--- src/rtl/alu_ctrl_pkg.sv ---
// Shared constants for the ALU control decoder and the iterative mul/div unit:
// ALUOp encodings, R-type funct codes, ALU control codes and the FSM state enum.
package alu_ctrl_pkg;

   localparam logic [1:0] ALUOP_ADD   = 2'b00;
   localparam logic [1:0] ALUOP_SUB   = 2'b01;
   localparam logic [1:0] ALUOP_RTYPE = 2'b10;
   localparam logic [1:0] ALUOP_RSVD  = 2'b11;

   localparam logic [5:0] FUNCT_ADD   = 6'b100000;
   localparam logic [5:0] FUNCT_SUB   = 6'b100010;
   localparam logic [5:0] FUNCT_AND   = 6'b100100;
   localparam logic [5:0] FUNCT_OR    = 6'b100101;
   localparam logic [5:0] FUNCT_XOR   = 6'b100110;
   localparam logic [5:0] FUNCT_NOR   = 6'b100111;
   localparam logic [5:0] FUNCT_SLT   = 6'b101010;
   localparam logic [5:0] FUNCT_SLTU  = 6'b101011;
   localparam logic [5:0] FUNCT_MULT  = 6'b011000;
   localparam logic [5:0] FUNCT_MULTU = 6'b011001;
   localparam logic [5:0] FUNCT_DIV   = 6'b011010;
   localparam logic [5:0] FUNCT_DIVU  = 6'b011011;

   localparam logic [3:0] ALUC_AND    = 4'b0000;
   localparam logic [3:0] ALUC_OR     = 4'b0001;
   localparam logic [3:0] ALUC_ADD    = 4'b0010;
   localparam logic [3:0] ALUC_XOR    = 4'b0011;
   localparam logic [3:0] ALUC_SLTU   = 4'b0100;
   localparam logic [3:0] ALUC_SUB    = 4'b0110;
   localparam logic [3:0] ALUC_SLT    = 4'b0111;
   localparam logic [3:0] ALUC_MULT   = 4'b1000;
   localparam logic [3:0] ALUC_DIV    = 4'b1001;
   localparam logic [3:0] ALUC_MULTU  = 4'b1010;
   localparam logic [3:0] ALUC_DIVU   = 4'b1011;
   localparam logic [3:0] ALUC_NOR    = 4'b1100;

   typedef enum logic [2:0] {
      ST_IDLE = 3'd0,
      ST_MUL  = 3'd1,
      ST_DIV  = 3'd2,
      ST_FIX  = 3'd3,
      ST_DONE = 3'd4
   } md_state_e;

endpackage

--- src/rtl/alu_control_mc_if.sv ---
// Bus between main control / EX stage and the ALU control + mul/div block.
interface alu_control_mc_if #(parameter int WIDTH = 32) ();
   logic [1:0]       alu_op;
   logic [5:0]       funct;
   logic [3:0]       alu_control;
   logic             in_valid;
   logic             in_ready;
   logic [WIDTH-1:0] operand_a;
   logic [WIDTH-1:0] operand_b;
   logic             flush;
   logic             out_valid;
   logic             out_ready;
   logic [WIDTH-1:0] out_hi;
   logic [WIDTH-1:0] out_lo;
   logic             div_by_zero;
   logic             md_busy;

   modport master (
      output alu_op, funct, in_valid, operand_a, operand_b, flush, out_ready,
      input  alu_control, in_ready, out_valid, out_hi, out_lo, div_by_zero, md_busy
   );

   modport slave (
      input  alu_op, funct, in_valid, operand_a, operand_b, flush, out_ready,
      output alu_control, in_ready, out_valid, out_hi, out_lo, div_by_zero, md_busy
   );
endinterface

--- src/rtl/alu_op_decode.sv ---
// Pure combinational ALUOp/funct decoder; also flags mul/div ops and signedness
// so the hazard unit can reuse it without the iterative datapath.
module alu_op_decode
   import alu_ctrl_pkg::*;
#(
   parameter bit SIGNED_EN = 1'b1
) (
   input  logic [1:0] alu_op,
   input  logic [5:0] funct,
   output logic [3:0] alu_control,
   output logic       is_mul,
   output logic       is_div,
   output logic       is_signed
);

   // Map ALUOp/funct to the 4-bit control code; unknown encodings fall back to add.
   always_comb begin
      alu_control = ALUC_ADD;
      case (alu_op)
         ALUOP_ADD:  alu_control = ALUC_ADD;
         ALUOP_SUB:  alu_control = ALUC_SUB;
         ALUOP_RSVD: alu_control = ALUC_ADD;
         ALUOP_RTYPE: begin
            case (funct)
               FUNCT_ADD:   alu_control = ALUC_ADD;
               FUNCT_SUB:   alu_control = ALUC_SUB;
               FUNCT_AND:   alu_control = ALUC_AND;
               FUNCT_OR:    alu_control = ALUC_OR;
               FUNCT_XOR:   alu_control = ALUC_XOR;
               FUNCT_NOR:   alu_control = ALUC_NOR;
               FUNCT_SLT:   alu_control = ALUC_SLT;
               FUNCT_SLTU:  alu_control = ALUC_SLTU;
               FUNCT_MULT:  alu_control = SIGNED_EN ? ALUC_MULT : ALUC_MULTU;
               FUNCT_MULTU: alu_control = ALUC_MULTU;
               FUNCT_DIV:   alu_control = SIGNED_EN ? ALUC_DIV : ALUC_DIVU;
               FUNCT_DIVU:  alu_control = ALUC_DIVU;
               default:     alu_control = ALUC_ADD;
            endcase
         end
         default: alu_control = ALUC_ADD;
      endcase
   end

   // Mul/div live in the 10xx codes: bit0 selects divide, bit1 selects unsigned.
   assign is_mul    = (alu_control[3:2] == 2'b10) && !alu_control[0];
   assign is_div    = (alu_control[3:2] == 2'b10) &&  alu_control[0];
   assign is_signed = !alu_control[1];

endmodule

--- src/rtl/alu_control_mc.sv ---
// ALU control decoder plus an iterative multiply/divide unit that returns HI/LO
// through a valid/ready handshake; md_busy feeds the pipeline stall logic.
module alu_control_mc
   import alu_ctrl_pkg::*;
#(
   parameter int WIDTH     = 32,
   parameter bit SIGNED_EN = 1'b1
) (
   input  logic            clk,
   input  logic            rst_n,
   alu_control_mc_if.slave bus
);

   localparam int CW = $clog2(WIDTH);

   logic [3:0]         dec_ctrl_s;
   logic               is_mul_s, is_div_s, is_signed_s;
   logic               in_ready_s, accept_s, sign_a_s, sign_b_s;
   logic [WIDTH-1:0]   mag_a_s, mag_b_s;
   logic [WIDTH:0]     mul_sum_s, div_shift_s, div_diff_s;
   logic [2*WIDTH-1:0] mul_next_s, div_next_s, prod_s;
   logic [WIDTH-1:0]   quot_s, rem_s;

   md_state_e          state_q, state_d;
   logic [CW-1:0]      cnt_q, cnt_d;
   logic [WIDTH-1:0]   opnd_q, opnd_d;        // multiplicand or divisor magnitude
   logic [2*WIDTH-1:0] acc_q, acc_d;          // {hi, lo} working register
   logic               op_mul_q, op_mul_d;
   logic               neg_res_q, neg_res_d;  // product / quotient sign fix-up
   logic               neg_rem_q, neg_rem_d;  // remainder follows dividend sign
   logic [WIDTH-1:0]   out_hi_q, out_hi_d, out_lo_q, out_lo_d;
   logic               out_valid_q, out_valid_d, dbz_q, dbz_d;

   alu_op_decode #(.SIGNED_EN(SIGNED_EN)) u_dec (
      .alu_op      (bus.alu_op),
      .funct       (bus.funct),
      .alu_control (dec_ctrl_s),
      .is_mul      (is_mul_s),
      .is_div      (is_div_s),
      .is_signed   (is_signed_s)
   );

   assign in_ready_s = (state_q == ST_IDLE) || ((state_q == ST_DONE) && bus.out_ready);
   assign accept_s   = bus.in_valid && in_ready_s && (is_mul_s || is_div_s) && !bus.flush;
   assign sign_a_s   = is_signed_s && bus.operand_a[WIDTH-1];
   assign sign_b_s   = is_signed_s && bus.operand_b[WIDTH-1];
   assign mag_a_s    = sign_a_s ? -bus.operand_a : bus.operand_a;
   assign mag_b_s    = sign_b_s ? -bus.operand_b : bus.operand_b;

   // Shift-add step: multiplier bits sit in the low half and are consumed LSB first.
   assign mul_sum_s  = {1'b0, acc_q[2*WIDTH-1:WIDTH]} +
                       (acc_q[0] ? {1'b0, opnd_q} : {(WIDTH+1){1'b0}});
   assign mul_next_s = {mul_sum_s, acc_q[WIDTH-1:1]};

   // Restoring step: partial remainder in the high half, dividend/quotient in the low half.
   assign div_shift_s = {acc_q[2*WIDTH-1:WIDTH], acc_q[WIDTH-1]};
   assign div_diff_s  = div_shift_s - {1'b0, opnd_q};
   assign div_next_s  = div_diff_s[WIDTH] ? {div_shift_s[WIDTH-1:0], acc_q[WIDTH-2:0], 1'b0}
                                          : {div_diff_s[WIDTH-1:0],  acc_q[WIDTH-2:0], 1'b1};

   // Sign correction applied in FIX; most-negative / -1 wraps back to most-negative.
   assign prod_s = neg_res_q ? -acc_q : acc_q;
   assign quot_s = neg_res_q ? -acc_q[WIDTH-1:0] : acc_q[WIDTH-1:0];
   assign rem_s  = neg_rem_q ? -acc_q[2*WIDTH-1:WIDTH] : acc_q[2*WIDTH-1:WIDTH];

   // Next-state and datapath update; flush wins, an accept overrides the DONE exit.
   always_comb begin
      state_d     = state_q;
      cnt_d       = cnt_q;
      opnd_d      = opnd_q;
      acc_d       = acc_q;
      op_mul_d    = op_mul_q;
      neg_res_d   = neg_res_q;
      neg_rem_d   = neg_rem_q;
      out_hi_d    = out_hi_q;
      out_lo_d    = out_lo_q;
      out_valid_d = out_valid_q;
      dbz_d       = dbz_q;
      if (bus.flush) begin
         state_d     = ST_IDLE;
         out_valid_d = 1'b0;
      end else begin
         case (state_q)
            ST_IDLE: state_d = ST_IDLE;
            ST_MUL, ST_DIV: begin
               acc_d = (state_q == ST_MUL) ? mul_next_s : div_next_s;
               cnt_d = cnt_q + CW'(1);
               if (cnt_q == CW'(WIDTH - 1)) begin
                  state_d = ST_FIX;
               end else begin
                  state_d = state_q;
               end
            end
            ST_FIX: begin
               if (op_mul_q) begin
                  out_hi_d = prod_s[2*WIDTH-1:WIDTH];
                  out_lo_d = prod_s[WIDTH-1:0];
               end else begin
                  out_hi_d = rem_s;
                  out_lo_d = quot_s;
               end
               out_valid_d = 1'b1;
               state_d     = ST_DONE;
            end
            ST_DONE: begin
               if (bus.out_ready) begin
                  out_valid_d = 1'b0;
                  state_d     = ST_IDLE;
               end else begin
                  state_d = ST_DONE;
               end
            end
            default: begin
               state_d     = ST_IDLE;
               out_valid_d = 1'b0;
            end
         endcase
         if (accept_s) begin
            op_mul_d  = is_mul_s;
            neg_res_d = sign_a_s ^ sign_b_s;
            neg_rem_d = sign_a_s;
            opnd_d    = is_mul_s ? mag_a_s : mag_b_s;
            acc_d     = {{WIDTH{1'b0}}, (is_mul_s ? mag_b_s : mag_a_s)};
            cnt_d     = '0;
            dbz_d     = 1'b0;
            if (is_div_s && (bus.operand_b == '0)) begin
               state_d     = ST_DONE;
               out_hi_d    = bus.operand_a;
               out_lo_d    = '1;
               dbz_d       = 1'b1;
               out_valid_d = 1'b1;
            end else begin
               state_d     = is_mul_s ? ST_MUL : ST_DIV;
               out_valid_d = 1'b0;
            end
         end else begin
            op_mul_d = op_mul_q;
         end
      end
   end

   // State and result registers with asynchronous active-low reset.
   always_ff @(posedge clk or negedge rst_n) begin
      if (!rst_n) begin
         state_q     <= ST_IDLE;
         cnt_q       <= '0;
         opnd_q      <= '0;
         acc_q       <= '0;
         op_mul_q    <= 1'b0;
         neg_res_q   <= 1'b0;
         neg_rem_q   <= 1'b0;
         out_hi_q    <= '0;
         out_lo_q    <= '0;
         out_valid_q <= 1'b0;
         dbz_q       <= 1'b0;
      end else begin
         state_q     <= state_d;
         cnt_q       <= cnt_d;
         opnd_q      <= opnd_d;
         acc_q       <= acc_d;
         op_mul_q    <= op_mul_d;
         neg_res_q   <= neg_res_d;
         neg_rem_q   <= neg_rem_d;
         out_hi_q    <= out_hi_d;
         out_lo_q    <= out_lo_d;
         out_valid_q <= out_valid_d;
         dbz_q       <= dbz_d;
      end
   end

   assign bus.alu_control = dec_ctrl_s;
   assign bus.in_ready    = in_ready_s;
   assign bus.out_valid   = out_valid_q;
   assign bus.out_hi      = out_hi_q;
   assign bus.out_lo      = out_lo_q;
   assign bus.div_by_zero = dbz_q;
   assign bus.md_busy     = (state_q != ST_IDLE);

endmodule

--- src/flat_wrapper.sv ---
// flat-port wrapper written by rule: the top's interface ports become plain ports
module alu_control_mc_flat import alu_ctrl_pkg::*;
#(
   parameter int WIDTH     = 32,
   parameter bit SIGNED_EN = 1'b1
)
  (clk, rst_n, bus_alu_op, bus_funct, bus_in_valid, bus_operand_a, bus_operand_b, bus_flush, bus_out_ready, bus_alu_control, bus_in_ready, bus_out_valid, bus_out_hi, bus_out_lo, bus_div_by_zero, bus_md_busy);
  alu_control_mc_if #(.WIDTH(WIDTH)) bus_i ();
  input  logic clk;
  input  logic rst_n;
  input wire logic [$bits(bus_i.alu_op)-1:0] bus_alu_op;
  input wire logic [$bits(bus_i.funct)-1:0] bus_funct;
  input wire logic [$bits(bus_i.in_valid)-1:0] bus_in_valid;
  input wire logic [$bits(bus_i.operand_a)-1:0] bus_operand_a;
  input wire logic [$bits(bus_i.operand_b)-1:0] bus_operand_b;
  input wire logic [$bits(bus_i.flush)-1:0] bus_flush;
  input wire logic [$bits(bus_i.out_ready)-1:0] bus_out_ready;
  output wire logic [$bits(bus_i.alu_control)-1:0] bus_alu_control;
  output wire logic [$bits(bus_i.in_ready)-1:0] bus_in_ready;
  output wire logic [$bits(bus_i.out_valid)-1:0] bus_out_valid;
  output wire logic [$bits(bus_i.out_hi)-1:0] bus_out_hi;
  output wire logic [$bits(bus_i.out_lo)-1:0] bus_out_lo;
  output wire logic [$bits(bus_i.div_by_zero)-1:0] bus_div_by_zero;
  output wire logic [$bits(bus_i.md_busy)-1:0] bus_md_busy;
  assign bus_i.alu_op = bus_alu_op;
  assign bus_i.funct = bus_funct;
  assign bus_i.in_valid = bus_in_valid;
  assign bus_i.operand_a = bus_operand_a;
  assign bus_i.operand_b = bus_operand_b;
  assign bus_i.flush = bus_flush;
  assign bus_i.out_ready = bus_out_ready;
  assign bus_alu_control = bus_i.alu_control;
  assign bus_in_ready = bus_i.in_ready;
  assign bus_out_valid = bus_i.out_valid;
  assign bus_out_hi = bus_i.out_hi;
  assign bus_out_lo = bus_i.out_lo;
  assign bus_div_by_zero = bus_i.div_by_zero;
  assign bus_md_busy = bus_i.md_busy;
  alu_control_mc #(.WIDTH(WIDTH), .SIGNED_EN(SIGNED_EN)) u_core (.clk(clk), .rst_n(rst_n), .bus(bus_i));
endmodule
--- config.mk ---
export PLATFORM = sky130hd
export DESIGN_NAME = alu_control_mc_flat
export DESIGN_NICKNAME = d
export VERILOG_FILES = /design/src/rtl/alu_ctrl_pkg.sv /design/src/rtl/alu_control_mc_if.sv /design/src/rtl/alu_op_decode.sv /design/src/rtl/alu_control_mc.sv /design/src/flat_wrapper.sv
export SDC_FILE = /design/constraint.sdc
export NUM_CORES = 1
export LEC_CHECK = 0
export ABC_CLOCK_PERIOD_IN_PS = 4700
export CAP_MARGIN = 15
export CORE_MARGIN = 2
export CORE_UTILIZATION = 60
export CTS_CLUSTER_SIZE = 24
export DETAILED_ROUTE_END_ITERATION = 6
export DONT_BUFFER_PORTS = 1
export PLACE_DENSITY_LB_ADDON = 0.25
export SLEW_MARGIN = 30
export SYNTH_ARGS = -nofsm -noshare
export SYNTH_HDL_FRONTEND = slang
export SYNTH_SLANG_ARGS = --single-unit
--- constraint.sdc ---
create_clock -name clk -period 4.7 [get_ports clk]
set_clock_uncertainty 0.1 [all_clocks]
set_input_delay 0.705 -clock clk [delete_from_list [all_inputs] [get_ports clk]]
set_output_delay 0.705 -clock clk [all_outputs]
set_load 0.02 [all_outputs]
**After elaboration in Yosys (flattened, before gate mapping)**

Cells that the tools add are included.

- Register bits: 173
- Input port bits: 77
- Word-level logic and storage cells: 105
- Output and inout bits: 72

- Reduce and logical (&&, ||, !) cells: 25
- Equal/unequal tests: 23
- Muxes and demuxes: 36
- $add $sub $neg: 8
- Bitwise gates (word level): 2

Operators with widths:

| cell | count |
|---|---|
| two-way mux 32 bit | 15 |
| two-way mux 64 bit | 5 |
| negator 32 bit | 4 |
| negator 64 bit | 1 |
| case mux 4 bit (11 select lines) | 1 |
| equality test 6 bit (second input constant) | 7 |
| adder 32 x 33 -> 33 bit | 1 |
| subtractor 33 x 32 -> 33 bit | 1 |
| logical NOT 32 bit | 1 |
| equality test 6 x 5 -> 1 bit (second input constant) | 4 |
| two-way mux 3 bit | 5 |
| case mux 4 bit (3 select lines) | 1 |
| two-way mux 5 bit | 2 |
| logical AND 1 bit | 9 |
| case mux 3 bit (3 select lines) | 1 |
| equality test 2 bit (second input constant) | 3 |
| equality test 3 x 2 -> 1 bit (second input constant) | 2 |
| AND reduction 2 bit | 3 |
| adder 5 x 1 -> 5 bit (second input constant) | 1 |
| equality test 5 bit (second input constant) | 1 |
| two-way mux 1 bit | 4 |
| inequality test 4 x 2 -> 1 bit (second input constant) | 1 |
| inequality test 4 x 3 -> 1 bit (second input constant) | 1 |
| OR reduction 2 bit | 2 |
| 15 further kinds | 18 |

**Depth between registers and ports, before layout**

- Word-level depth: 10
- Depth in mapped cells: 14

**Cells and area by module**

From an unflattened synthesis, not the netlist that was laid out.

- Cells, all modules: 1926
- Area, all modules: 14850.5 µm²

By module, submodules not included:

| module | seq. area each (µm²) | area each (µm²) | instances | cells an instance |
|---|---|---|---|---|
| alu_control_mc | 4329.2 | 14615.3 | 1 | 1894 |
| alu_op_decode | 0.0 | 235.2 | 1 | 32 |

**Least setup slack after synthesis**

No wires, ideal clock.

- Path kind: input-to-reg
- From: input bus_operand_b[12]
- To: register u_core.out_hi_q[15] (netlist: u_core.bus.out_hi[15])
- Stages: 11
- Setup slack: 1.113 ns
- Arrival: 3.361 ns
- Path buffers: 3
- Cell sequence: or4_1 -> or2_1 -> or3_1 -> buf_2 -> or3_4 -> nor4_4 -> nand2_2 -> a21o_1 -> buf_6 -> buf_6 -> a221o_1

- Word-level cells in the longest chain between the ends: 4

RTL lines:

| item | line | RTL |
|---|---|---|
| start: declaration | flat_wrapper.sv:15 | `input wire logic [$bits(bus_i.operand_b)-1:0] bus_operand_b;` |
| logical NOT 32 bit | alu_control_mc.sv:126 | `if (is_div_s && (bus.operand_b == '0)) begin` |
| logical AND 1 bit | alu_control_mc.sv:126 |  |
| two-way mux 32 bit | alu_control_mc.sv:126 |  |
| two-way mux 32 bit | alu_control_mc.sv:118 | `if (accept_s) begin` |
| end signal: assignment | alu_control_mc.sv:164 | `out_hi_q <= out_hi_d;` |
| end: declaration | alu_control_mc.sv:31 | `logic [WIDTH-1:0] out_hi_q, out_hi_d, out_lo_q, out_lo_d;` |

Every way passes these cells.
A chain may end at the register's enable or synchronous reset.

**Final worst setup path**

- From: register u_core.acc_q[31]
- To: register u_core.acc_q[32]

- Word-level cells in the longest chain between the ends: 5

RTL lines:

| item | line | RTL |
|---|---|---|
| start: declaration | alu_control_mc.sv:27 | `logic [2*WIDTH-1:0] acc_q, acc_d;` |
| start signal: assignment | alu_control_mc.sv:148 | `acc_q <= '0;` |
| start signal: assignment | alu_control_mc.sv:160 | `acc_q <= acc_d;` |
| subtractor 33 x 32 -> 33 bit | alu_control_mc.sv:57 | `assign div_diff_s = div_shift_s - {1'b0, opnd_q};` |
| two-way mux 64 bit (*) | alu_control_mc.sv:58 | `assign div_next_s = div_diff_s[WIDTH] ? {div_shift_s[WIDTH-1:0], acc_q[WIDTH-2:0], 1'b0}` |
| two-way mux 64 bit (*) | alu_control_mc.sv:86 | `acc_d = (state_q == ST_MUL) ? mul_next_s : div_next_s;` |
| two-way mux 64 bit (*) | alu_control_mc.sv:83 | `case (state_q)` |
| two-way mux 64 bit (*) | alu_control_mc.sv:118 |  |

Mark *: on every way between the ends. The rest lies on a longest branch, timed or not. The select of a mux whose other input is x is not followed.

==> impl_metrics.yaml <==
run_status:
  status: "finished with violations"
  violations: "DRC, hold timing"
power:
  power.static_leakage_nw: 6.55
  peakVddDrop_mv: 0.317
  p_per_area_nw_per_um2: 447
floorplanning:
  std_cell_rows: 57
  starting_density_of_the_core_pct: 60.7
  die_y_um: 160
  fp.coreArea_sq_um: 24200
  floorplan.io_pins: 149
  fp.dieArea_sq_um: 25700
  die_width_um: 160
clock_tree:
  cts_sinks: 173
  cts_buffer_depth: 2
  h-tree-depth: 4
  root_buffer: "sky130_fd_sc_hd__clkbuf_16"
  postCtsSetupRepairBufs: 0
  clk_pin_slew_ns: 0.08
  cts_tree: "yes"
  cts-buffers-inserted: 17
  cts.repair.resized: 0
  worst_skew_pair.late_latency_ns: 0.45
setup_path:
  timing.critical_path.fanout_max: 19
  arrival_ns: 4.46
  crit_required_ns: 4.93
  critical-path-top-cell-by-count: "sky130_fd_sc_hd__a21oi_1"
  worst_path_max_delay_cell: "sky130_fd_sc_hd__dfrtp_1"
  path_class: "flop to flop"
  timing.critical_path.cells: "inv_1 -> ha_1 -> inv_1 -> fa_1 -> a211oi_1 -> o211ai_1 -> a21oi_1 -> o221ai_1 -> a21oi_1 -> xnor2_2 -> buf_4 -> a21oi_1 -> a221o_1"
  max_stage_delay_ns: 0.45
  timing.critical_path.to_type: "flop"
  crit_path_start_kind: "flop"
cells_and_area:
  final_layout_size_suffix_gt1_share_pct: 5.82
  layout.nets: 1958
  layout.cells.most_common: "sky130_fd_sc_hd__nand2_1"
  most-common-layout-cells: "sky130_fd_sc_hd__nand2_1 (218), sky130_fd_sc_hd__nor2_1 (200), sky130_fd_sc_hd__dfrtp_1 (173)"
  syn2layout_area_growth_pct: 5.81
  fill_cells: 2099
sta:
  timing.final.crit_period_ns: 4.23
  setup-tns-final_ns: 0
  worst_slew_pin_slew_ns: 0.955
  setup_repair_after_global_routing_missed_its_margin: "no"
  remaining_max_slew_budget_at_the_tightest_pin_pct: 36.2
  final-setup-viol-count: 0
  timing.final.crit_share_pct: 90.1
  final_max_slew_viol_count: 0
  hold-worst-slack_ns: -0.152
  timing.fmax_mhz: 236
  finalHoldViolCount: 173
route:
  detailedRoute.firstPassIterationCount: 7
  drc_marker_count_from_the_first_detailed_route_iteration: 1941
  drcViolationCount: 3
  wire_per_inst_um: 23.4
  viasPerCell: 6.84
  routed-via-count: 14700
  ant_nets: 0
  drt-total-wl_um: 50300
global_routing:
  grt_pass1_wl_um: 78300
  track_usage_pct: 38.7
  maximum_number_of_pins_on_one_net_before_global_route_repair: 174
  grt_antenna_before_repair: 2
  vias_in_the_first_global_route: 13800
  gr-total-overflow: 0
logic_synthesis:
  ys_seq_area_share_pct: 29.5
  number_of_warning_messages_in_the_yosys_log: 0
  synth_enable_flop_cells: 0
  ys_dominant_reg_cell: "sky130_fd_sc_hd__dfrtp_1"
  synth_top_area_share_pct: 29.5
  syn_area_sq_um: 14700
  number_of_instances_in_the_synthesized_netlist: 1869
  synth_area_per_cell_sq_um: 7.86
  postSynth.asyncResetShare_pct: 100
  synth_area_leaders: "sky130_fd_sc_hd__dfrtp_1 (29%), sky130_fd_sc_hd__ha_1 (6.1%), sky130_fd_sc_hd__xnor2_1 (5.7%)"
  synth.lib_cells_used.distinct: 78
  synth_area_leader_cell: "sky130_fd_sc_hd__dfrtp_1"
  postSynthNetCount: 2020
  yosys_register_bits: 173
placement:
  io_buffers: 0
  finalWeightedCongestion: 0.976
  dpl_hpwl_um: 37500
worst_hold_path:
  holdCritPathClass: "input pin to async pin"
run:
  max_cap_violations: 0
## metal layers
layer	track usage (%)	wire length, um	up-vias
li1	-	-	6668
met4	16.8	2110	2
met5	0	10	-
met1	51.8	20300	6997
met3	12.5	6110	134
met2	57.7	21700	867
## cells by family (layout without fill, tap and decap cells)
| group | count (synthesis) | after routing | share of synthesized area [%] |
|---|---|---|---|
| other | 0 | 1 | 0 |
| buffers and inverters | 187 | 138 | 4.92 |
| AO/OA/AOI/OAI | 569 | 569 | 25.4 |
| adder cells (fa/ha/maj) | 74 | 74 | 6.41 |
| AND/OR/NAND/NOR | 650 | 650 | 20.5 |
| flip-flops | 173 | 173 | 29.5 |
| multiplexers | 37 | 37 | 2.61 |
| XOR/XNOR | 179 | 179 | 10.7 |
## worst paths after layout
check / startpoint / depth (start not counted) / to / slack [ns]
max: u_core.acc_q[31] / 13 / u_core.acc_q[32] / 0.47
min: rst_n / 0 / u_core.acc_q[40] / -0.15
max reg2reg: u_core.acc_q[31] / 13 / u_core.acc_q[32] / 0.47
min reg2reg: u_core.neg_rem_q / 2 / u_core.neg_rem_q / 0.38
max in group asynchronous: rst_n / 0 / u_core.bus.out_hi[27] / 4.26
min in group clk: bus_flush / 1 / u_core.bus.out_valid / 0.22
## through the flow
step,cell area [sq um],power [mW],utilization (%),std cells,setup slack [ns]
2_1_floorplan,14700,4.59,-,1869,1.11
3_3_place_gp,14900,5.35,61.8,2112,0.590
3_5_place_dp,14900,5.40,61.8,2112,0.562
4_1_cts,15500,6.85,64.2,2144,0.552
5_1_grt,15500,7.35,64.3,2144,0.211
6_report,15500,6.95,64.3,2145,0.465
## synthesized netlist by cell type, drive strengths merged, types with 15 or more instances
cell type	number
dfrtp	173
ha	72
o41ai	18
a21oi	122
inv	68
buf	16
o221ai	49
o22ai	16
a22oi	20
a31oi	15
o21ai	152
nand3	47
o31ai	30
a221o	17
o211ai	38
nand2	220
xor2	84
nand2b	15
or3	20
nor2	204
nor3	45
clkbuf	102
xnor2	95
a21o	18
a211oi	20
mux2i	27
## sequential cells by signal (all words and copies together), names as in the netlist
register / flops
u_core.state_q: 3
u_core.acc_q: 64
u_core.bus.out_lo: 32
u_core.neg_rem_q: 1
u_core.neg_res_q: 1
u_core.cnt_q: 5
u_core.bus.div_by_zero: 1
u_core.bus.out_hi: 32
u_core.op_mul_q: 1
u_core.opnd_q: 32
u_core.bus.out_valid: 1
## worst max-delay path: cells and delay by family (launching register included)
| kind | cells | cell delay [ns] |
|---|---|---|
| xor+xnor | 1 | 0.31 |
| buf+inv | 3 | 0.63 |
| flops | 1 | 0.45 |
| compound gates | 7 | 1.99 |
| fa+ha+maj | 2 | 0.63 |
## final cells by class
class / count / area (sq um) / share of cell area (%)
Multi-Input combinational cell: 1509 / 9680 / 62.3
Sequential cell: 173 / 4330 / 27.9
Clock buffer: 17 / 425 / 2.74
Tap cell: 324 / 405 / 2.61
Timing Repair Buffer: 37 / 278 / 1.79
Inverter: 69 / 259 / 1.67
Clock inverter: 15 / 160 / 1.03
Antenna cell: 1 / 2.50 / 0.0161
## power breakdown
group	total [mW]	internal, mW	switching, mW
Combinational	3.34	1.38	1.96
Sequential	2.15	1.70	0.447
Clock	1.46	0.718	0.742
Total	6.95	3.80	3.15
(Power assumes the default switching activity.)
